[src/rtl/imul_iter.sv]
// Iterative shift-add multiplier for the tinyrv1 X stage: one partial product per cycle.
// Optional IMUL_EARLY_EXIT_EN ends CALC once the remaining multiplier bits are all zero.
module imul_iter #(
    parameter int nbits = 32
) (
    input  logic             clk,
    input  logic             rst,
    input  logic             istream_val,
    output logic             istream_rdy,
    input  logic [nbits-1:0] in0,
    input  logic [nbits-1:0] in1,
    output logic             ostream_val,
    input  logic             ostream_rdy,
    output logic [nbits-1:0] out
);

    localparam int cw = $clog2(nbits) + 1;
    localparam logic [cw-1:0] last_cnt = cw'(nbits - 1);

    typedef enum logic [1:0] {
        IDLE,
        CALC,
        DONE
    } state_t;

    state_t           state;
    logic [nbits-1:0] a;
    logic [nbits-1:0] b;
    logic [nbits-1:0] acc;
    logic [cw-1:0]    cnt;
    logic             calc_last;

    always_comb begin
        calc_last = (cnt == last_cnt);
`ifdef IMUL_EARLY_EXIT_EN
        // Nothing left to add once the shifted multiplier is empty.
        if ((b >> 1) == '0) begin
            calc_last = 1'b1;
        end
`endif
    end

    always_ff @(posedge clk) begin
        if (rst) begin
            state <= IDLE;
            a     <= '0;
            b     <= '0;
            acc   <= '0;
            cnt   <= '0;
        end else begin
            case (state)
                IDLE: begin
                    if (istream_val) begin
                        a     <= in0;
                        b     <= in1;
                        acc   <= '0;
                        cnt   <= '0;
                        state <= CALC;
                    end
                end
                CALC: begin
                    if (b[0]) begin
                        acc <= acc + a;
                    end
                    a   <= a << 1;
                    b   <= b >> 1;
                    cnt <= cnt + cw'(1);
                    if (calc_last) begin
                        state <= DONE;
                    end
                end
                DONE: begin
                    if (ostream_rdy) begin
                        state <= IDLE;
                    end
                end
                default: state <= IDLE;
            endcase
        end
    end

    // Handshake flags are masked while rst is high so no transfer is offered during reset.
    assign istream_rdy = (state == IDLE) && !rst;
    assign ostream_val = (state == DONE) && !rst;
    assign out         = acc;

endmodule
[config.mk]
export PLATFORM = sky130hd
export DESIGN_NAME = imul_iter
export DESIGN_NICKNAME = d
export VERILOG_FILES = /design/src/rtl/imul_iter.sv
export SDC_FILE = /design/constraint.sdc
export NUM_CORES = 1
export LEC_CHECK = 0
export CAP_MARGIN = 25
export CORE_ASPECT_RATIO = 1.5
export CORE_MARGIN = 2
export CORE_UTILIZATION = 45
export DETAILED_ROUTE_END_ITERATION = 8
export PLACE_DENSITY = 0.69
export SYNTH_ARGS = -nofsm -noshare
export SYNTH_HDL_FRONTEND = slang
export SYNTH_SLANG_ARGS = --single-unit
[constraint.sdc]
create_clock -name clk -period 3.5 [get_ports clk]
set_input_delay 0.525 -clock clk [delete_from_list [all_inputs] [get_ports clk]]
set_output_delay 0.525 -clock clk [all_outputs]
set_load 0.02 [all_outputs]
Word level (Yosys, flattened, before mapping):

Cells that the tools add are included.

* flip-flop bits (word level): 104
* input port bits: 68
* logic and storage cells: 35

* add/sub/neg operators: 2
* eq/ne operators: 7
* mux-type cells: 13
* reductions and logical operators: 8

Operators with widths (number)
* $pmux W32 S2: 3
* $mux W32: 4
* $add A32 B32 Y32: 1
* $pmux W6 S2: 1
* $ne A2 B2 Y1 const B: 4
* $add A6 B1 Y6 const B: 1
* $eq A6 B5 Y1 const B: 1
* $mux W2: 3
* $mux W6: 1
* $pmux W2 S3: 1
* $reduce_and A3 Y1: 2
* $eq A2 B1 Y1 const B: 1
* $eq A2 B2 Y1 const B: 1
* $logic_and A1 B1 Y1: 2
* $logic_not A2 Y1: 1
* $reduce_and A2 Y1: 1
* $reduce_bool A2 Y1: 1
* $logic_not A1 Y1: 1

Longest topological paths before layout:

Gate-level depths: netlist of the first run.

* depth in word-level cells: 3
* depth in mapped cells: 12
* depth with buffers taken out: 12

Worst setup path after synthesis of the first run:

No wires, ideal clock.

* path kind: flip-flop to flip-flop
* start: reg acc[8], in the netlist out[8]
* end: reg acc[31], in the netlist out[31]
* arrival: 2.440 ns
* required time: 3.377 ns
* setup slack: 0.937 ns
* cell stages (with the launch flop): 11
* path buffers: 0
* cells stage by stage: dfxtp_1 -> ha_1 -> a21o_1 -> a221o_1 -> a21oi_2 -> a41oi_4 -> a21oi_4 -> a41oi_2 -> xnor2_2 -> a21oi_1 -> o22ai_1

* word-level cells in the longest chain between the ends: 3

Ends and longest elaborated chain
* from (decl): line 29 `logic [nbits-1:0] acc;`
* from (signal assigned): line 63 `acc <= acc + a;`
* $add A32 B32 Y32: line 63
* $mux W32: line 62 `if (b[0]) begin`
* $pmux W32 S2: line 51 `case (state)`

No other way between the ends. The select of a mux whose other input is x is not followed.
A chain may end at the register's enable or synchronous reset.

Worst setup path after layout of the first run:

* start: reg a[0]
* end: reg acc[28], in the netlist out[28]

* word-level cells in the longest chain between the ends: 3

Ends and longest elaborated chain
* from (decl): line 27 `logic [nbits-1:0] a;`
* from (signal assigned): line 54 `a <= in0;`
* from (signal assigned): line 65 `a <= a << 1;`
* $add A32 B32 Y32: line 63
* $mux W32: line 62
* $pmux W32 S2: line 51

No other way between the ends. The select of a mux whose other input is x is not followed.

==> results.py, run 1 <==
metrics = {
    "status": {
        "status": "finished clean",
    },
    "timing": {
        "finalHoldViolCount": 0,
        "slew-limit-headroom_pct": 35.46,
        "clock_skew_ns": 0.009464,
        "fmax_mhz": 364.2,
        "fin_tns_setup_ns": 0,
        "tightest_slew_ns": 0.9681,
        "drv_slew": 0,
        "fin_crit_sh_pct": 78.45,
        "setup_viol": 0,
        "rsz0062_at_grt": "no",
        "setup_ws_ns": 0.7541,
        "period_minus_slack_ns": 2.746,
    },
    "critical_path": {
        "cp.arrival_ns": 2.96,
        "cp-start-kind": "flop",
        "worstSetupPathType": "flop to flop",
        "required_ns": 3.71,
        "endpoint_kind": "flop",
        "path_max_fanout": 4,
    },
    "placed_design": {
        "dpl.hpwl_um": 11350,
        "pre_cts_slack_ns": 0.7719,
        "gp_congestion": 0.8697,
        "dp.cells": 1045,
        "port_buffers": 101,
        "placed_area_um2": 7161,
    },
    "synth": {
        "synth_fp_nets": 929,
        "async_reset_ff_share_pct": 0,
        "synth_seq_cells": 104,
        "avgSynthCellArea_um2": 7.323,
        "yosysWarnings": 0,
        "synth_cell_types": 55,
        "syn_inst": 828,
        "synthFlopType": "dfxtp_1",
        "syn_area_um2": 6063,
        "synth-edff-count": 0,
        "ys_seq_area_share_pct": 34.34,
    },
    "grt": {
        "grt_pass1_vias": 5603,
        "busiest_layer": "met2",
        "track_usage_pct": 22.25,
        "grt_max_degree": 87,
        "grt_pass1_wl_um": 26690,
        "gr-total-overflow": 0,
        "grt_use_met1_pct": 26.49,
        "met3_usage_pct": 4.356,
        "antenna_found_initial": 0,
        "met2_usage_pct": 39.63,
    },
    "drt": {
        "vias_per_cell": 5.503,
        "ant_nets": 0,
        "drtIter0Drc": 175,
        "first_pass_iters": 4,
        "routedWlPerCell_um": 15.08,
        "via_count": 5839,
        "wl_um": 16000,
        "drc": 0,
    },
    "clock_tree": {
        "cts_buffer_depth": 2,
        "htree_levels": 3,
        "cts_tree": "done",
        "clkSinkCount": 104,
        "numCtsBuffers": 9,
        "cts_root_buffer": "clkbuf_16",
        "postCtsResizedCells": 0,
        "cts_setup_buffers": 0,
        "clk_pin_slew_ns": 0.08,
        "clk_latency_ns": 0.35,
        "hold_buffers": 0,
    },
    "finish": {
        "fill_cells": 1307,
        "nNetsFinal": 995,
        "syn2layout_area_growth_pct": 22.86,
        "drive_above_1_share_pct": 5.117,
        "num_antenna_cells": 0,
        "layoutNonFillerInstCount": 1061,
        "final_common_cell": "nor2_1",
        "design_area_um2": 7450,
        "final_cell_mix": "193 x nor2_1, 102 x dfxtp_1, 99 x clkdlybuf4s50_1",
    },
    "power": {
        "pwr_density_cell_nw_per_um2": 379.9,
        "power_mw": 2.830,
        "vdd_drop_max_mv": 0.3147,
        "cellLeakagePower_nw": 3.014,
    },
    "die": {
        "ioPinCount": 102,
        "dieArea_um2": 14440,
        "core_um2": 13340,
        "initial_core_util_pct": 45.46,
        "core.rowCount": 52,
        "die_h_um": 146.2,
        "die_w_um": 98.78,
    },
    "hold_path": {
        "hold_path.class": "flop to flop",
    },
    "job": {
        "cap_violations": 0,
    },
}
[kinds of logic after synthesis]
group           synth area share [%]
compound gates                 21.52
xor+xnor                       3.735
fa+ha+maj                      6.934
buf+inv                        4.622
flops                          34.34
mux                           0.1857
simple gates                   28.66
[routing by layer]
metal / share of wire, % / vias to the layer above
li1: - / 2980
met2: 52 / 118
met4: 2.4 / 0
met3: 3.6 / 24
met5: 0 / -
met1: 42 / 2717
[cell type report]
type	count	area, µm²	share of cell area, %
clock buffers	9	225.2	3.023
clock inverters	7	63.81	0.8566
inverters	19	71.32	0.9573
multi-input cells	650	3709	49.78
flip-flops and latches	104	2085	27.98
well taps	162	202.7	2.721
repair buffers	110	1094	14.68
[cell usage after synthesis, types with 3 or more instances]
library cell,number,area [µm²]
buf_1,5,18.77
a31oi_1,4,25.02
nand4_1,6,37.54
nor3_1,52,260.3
o31ai_1,3,22.52
a32o_1,3,30.03
a22oi_1,14,105.1
inv_1,19,71.32
xor2_1,10,87.58
nand3_1,6,30.03
and3_1,3,18.77
o21ai_1,13,65.06
nor2b_1,47,294.0
clkbuf_1,48,180.2
o21ai_0,21,105.1
a31o_2,3,26.28
nand2b_1,5,31.28
nand2_1,67,251.5
a21o_1,10,75.07
o21bai_1,5,37.54
a21oi_1,78,390.4
nor2_1,194,728.2
dfxtp_1,104,2082
a211oi_1,6,45.04
a311oi_1,17,148.9
ha_1,32,400.4
a21oi_2,4,35.03
o21a_1,3,22.52
xnor2_1,14,122.6
[report_power, final]
group	switching (mW)	internal, mW
Sequential	0.0569	1.26
Combinational	0.285	0.239
Clock	0.492	0.500
Total	0.834	2.00
[sequential cells by signal, summed over array words and instances (netlist names)]
name,count
state,2
cnt,6
out,32
a,32
b,32
[stage by stage]
step                util [%]  hold WS (ns)
floorplan                  -        0.4688
global placement       53.69        0.4594
detailed placement     53.69        0.4661
CTS                    55.85        0.4768
global route           55.85        0.5040
finish                 55.85        0.4736
[path summary, 6_finish.rpt]
check | start | end | slack [ns] | cells after the start
setup reg to reg | a[0] | out[28] | 0.75 | 12
setup / recovery | a[0] | out[28] | 0.75 | 12
hold reg to reg | out[26] | out[26] | 0.47 | 2
hold / removal | out[26] | out[26] | 0.47 | 2
[worst max-delay path, cell delays in order, from the launching register on]
cell and delay, ns:
dfxtp_1 0.36, ha_1 0.18, inv_1 0.05, fa_1 0.36, nand2b_1 0.21, a211oi_1 0.38
o21ai_1 0.13, a21boi_1 0.23, a21oi_1 0.16, o21ai_1 0.22, o21a_1 0.15, xnor2_1 0.11
o21ai_1 0.07
No activity file was read; power rests on OpenSTA's default activity.
==> inputs of run 2 (changes only) <==
PLACE_DENSITY = 0.72   (was 0.69)
clock period = 2.46 ns   (was 3.5 ns; I/O delays follow)
==> results.py, run 2 (synthesis results as in run 1) <==
metrics = {
    "status": {
        "status": "finished clean",
    },
    "clock_tree": {
        "clk_pin_slew_ns": 0.07,
        "hold_buffers": 0,
        "numCtsBuffers": 9,
        "cts_buffer_depth": 2,
        "cts_tree": "done",
        "cts_root_buffer": "clkbuf_16",
        "clk_latency_ns": 0.36,
        "clkSinkCount": 104,
        "htree_levels": 3,
    },
    "finish": {
        "nNetsFinal": 1056,
        "syn2layout_area_growth_pct": 34.73,
        "final_cell_mix": "193 x nor2_1, 99 x clkdlybuf4s50_1, 85 x dfxtp_1",
        "num_antenna_cells": 0,
        "drive_above_1_share_pct": 16.25,
        "final_common_cell": "nor2_1",
        "final_core_util_pct": 61.25,
        "layoutNonFillerInstCount": 1122,
    },
    "placed_design": {
        "dpl.hpwl_um": 11620,
        "dp.cells": 1098,
        "pre_cts_slack_ns": -0.08048,
        "port_buffers": 101,
        "gp_congestion": 0.8859,
    },
    "timing": {
        "fin_tns_setup_ns": 0,
        "fin_crit_sh_pct": 99.65,
        "tightest_slew_ns": 0.5681,
        "finalHoldViolCount": 0,
        "period_minus_slack_ns": 2.451,
        "rsz0062_at_grt": "yes",
        "whs_ns": 0.3675,
        "drv_slew": 0,
        "setup_ws_ns": 0.008579,
        "clock_skew_ns": 0.009264,
        "slew-limit-headroom_pct": 62.13,
        "setup_viol": 0,
        "fmax_mhz": 407.9,
    },
    "grt": {
        "grt_pass1_wl_um": 27620,
        "grt_pass1_vias": 5954,
        "antenna_found_initial": 0,
        "gr-total-overflow": 0,
        "track_usage_pct": 22.97,
        "grt_max_degree": 53,
    },
    "die": {
        "die_w_um": 98.78,
        "die_h_um": 146.2,
        "core_um2": 13340,
        "core.rowCount": 52,
        "initial_core_util_pct": 45.46,
        "dieArea_um2": 14440,
        "ioPinCount": 102,
    },
    "power": {
        "cellLeakagePower_nw": 3.323,
        "vdd_drop_max_mv": 0.3088,
        "pwr_density_cell_nw_per_um2": 516.7,
    },
    "critical_path": {
        "worstSetupPathType": "flop to flop",
        "required_ns": 2.70,
        "path_max_fanout": 5,
        "cp-start-kind": "flop",
        "cp.arrival_ns": 2.70,
        "endpoint_kind": "flop",
    },
    "job": {
        "cap_violations": 0,
    },
    "hold_path": {
        "hold_path.class": "input port to flop",
    },
    "drt": {
        "wl_um": 16690,
        "vias_per_cell": 5.440,
        "first_pass_iters": 4,
        "drc": 0,
        "routedWlPerCell_um": 14.88,
        "ant_nets": 0,
        "drtIter0Drc": 211,
        "via_count": 6104,
    },
}
run 2: timing repair:
action	CTS	global route
hold endpoints to repair	0	0
endpoints found under the setup margin	7	12
pin swaps	8	30
resized for setup	14	34
buffers inserted	0	8
gates cloned	0	0
run 2: area by class of cell:
type | instances | area, µm²
clock buffer | 9 | 225.2
multi-input combinational | 650 | 3958
inverter | 19 | 71.32
sequential | 104 | 2106
fill | 1189 | 5169
timing repair buffer | 171 | 1526
clock inverter | 7 | 80.08
tap | 162 | 202.7
run 2: critical path, cell delays in order (launching register included):
cell	delay, ns
dfxtp_2	0.34
ha_4	0.26
and3_4	0.19
a221o_1	0.35
a21oi_2	0.24
a41oi_4	0.16
a21oi_4	0.23
a41oi_2	0.15
xnor2_2	0.23
buf_4	0.14
o22ai_2	0.06
run 2: metal layers:
| layer | GRT usage, % | share of wire [%] |
|---|---|---|
| met1 | 27.07 | 41 |
| met2 | 41.32 | 52 |
| met3 | 4.213 | 3.9 |
| met4 | 7.740 | 2.4 |
| met5 | 0 | 0 |
run 2: path summary, 6_finish.rpt:
kind,from,endpoint,slack [ns],cells after the start
setup / recovery,out[9],out[31],0.009,10
hold / removal,rst,out[0],0.37,2
setup reg to reg,out[9],out[31],0.009,10
hold reg to reg,out[22],out[22],0.48,2
run 2: through the flow:
| step | area, µm² | power [mW] |
|---|---|---|
| final | 8169 | 4.221 |
| after detailed placement | 7545 | 2.714 |
| after CTS | 7965 | 4.222 |
| after floorplan | 6075 | 2.390 |
| after global routing | 8169 | 4.429 |
| after global placement | 7545 | 2.705 |
run 2: where the power goes:
group          switching (mW)  internal, mW  total [mW]
Clock                   0.687         0.802        1.49
Combinational           0.433         0.416       0.849
Sequential             0.0896          1.79        1.88
Total                    1.21          3.01        4.22
==> inputs of run 3 (changes only) <==
CTS_CLUSTER_DIAMETER = 150   (was unset)
==> results of run 3 <==
The final DEF is identical to that of run 2; final timing and power are the same.
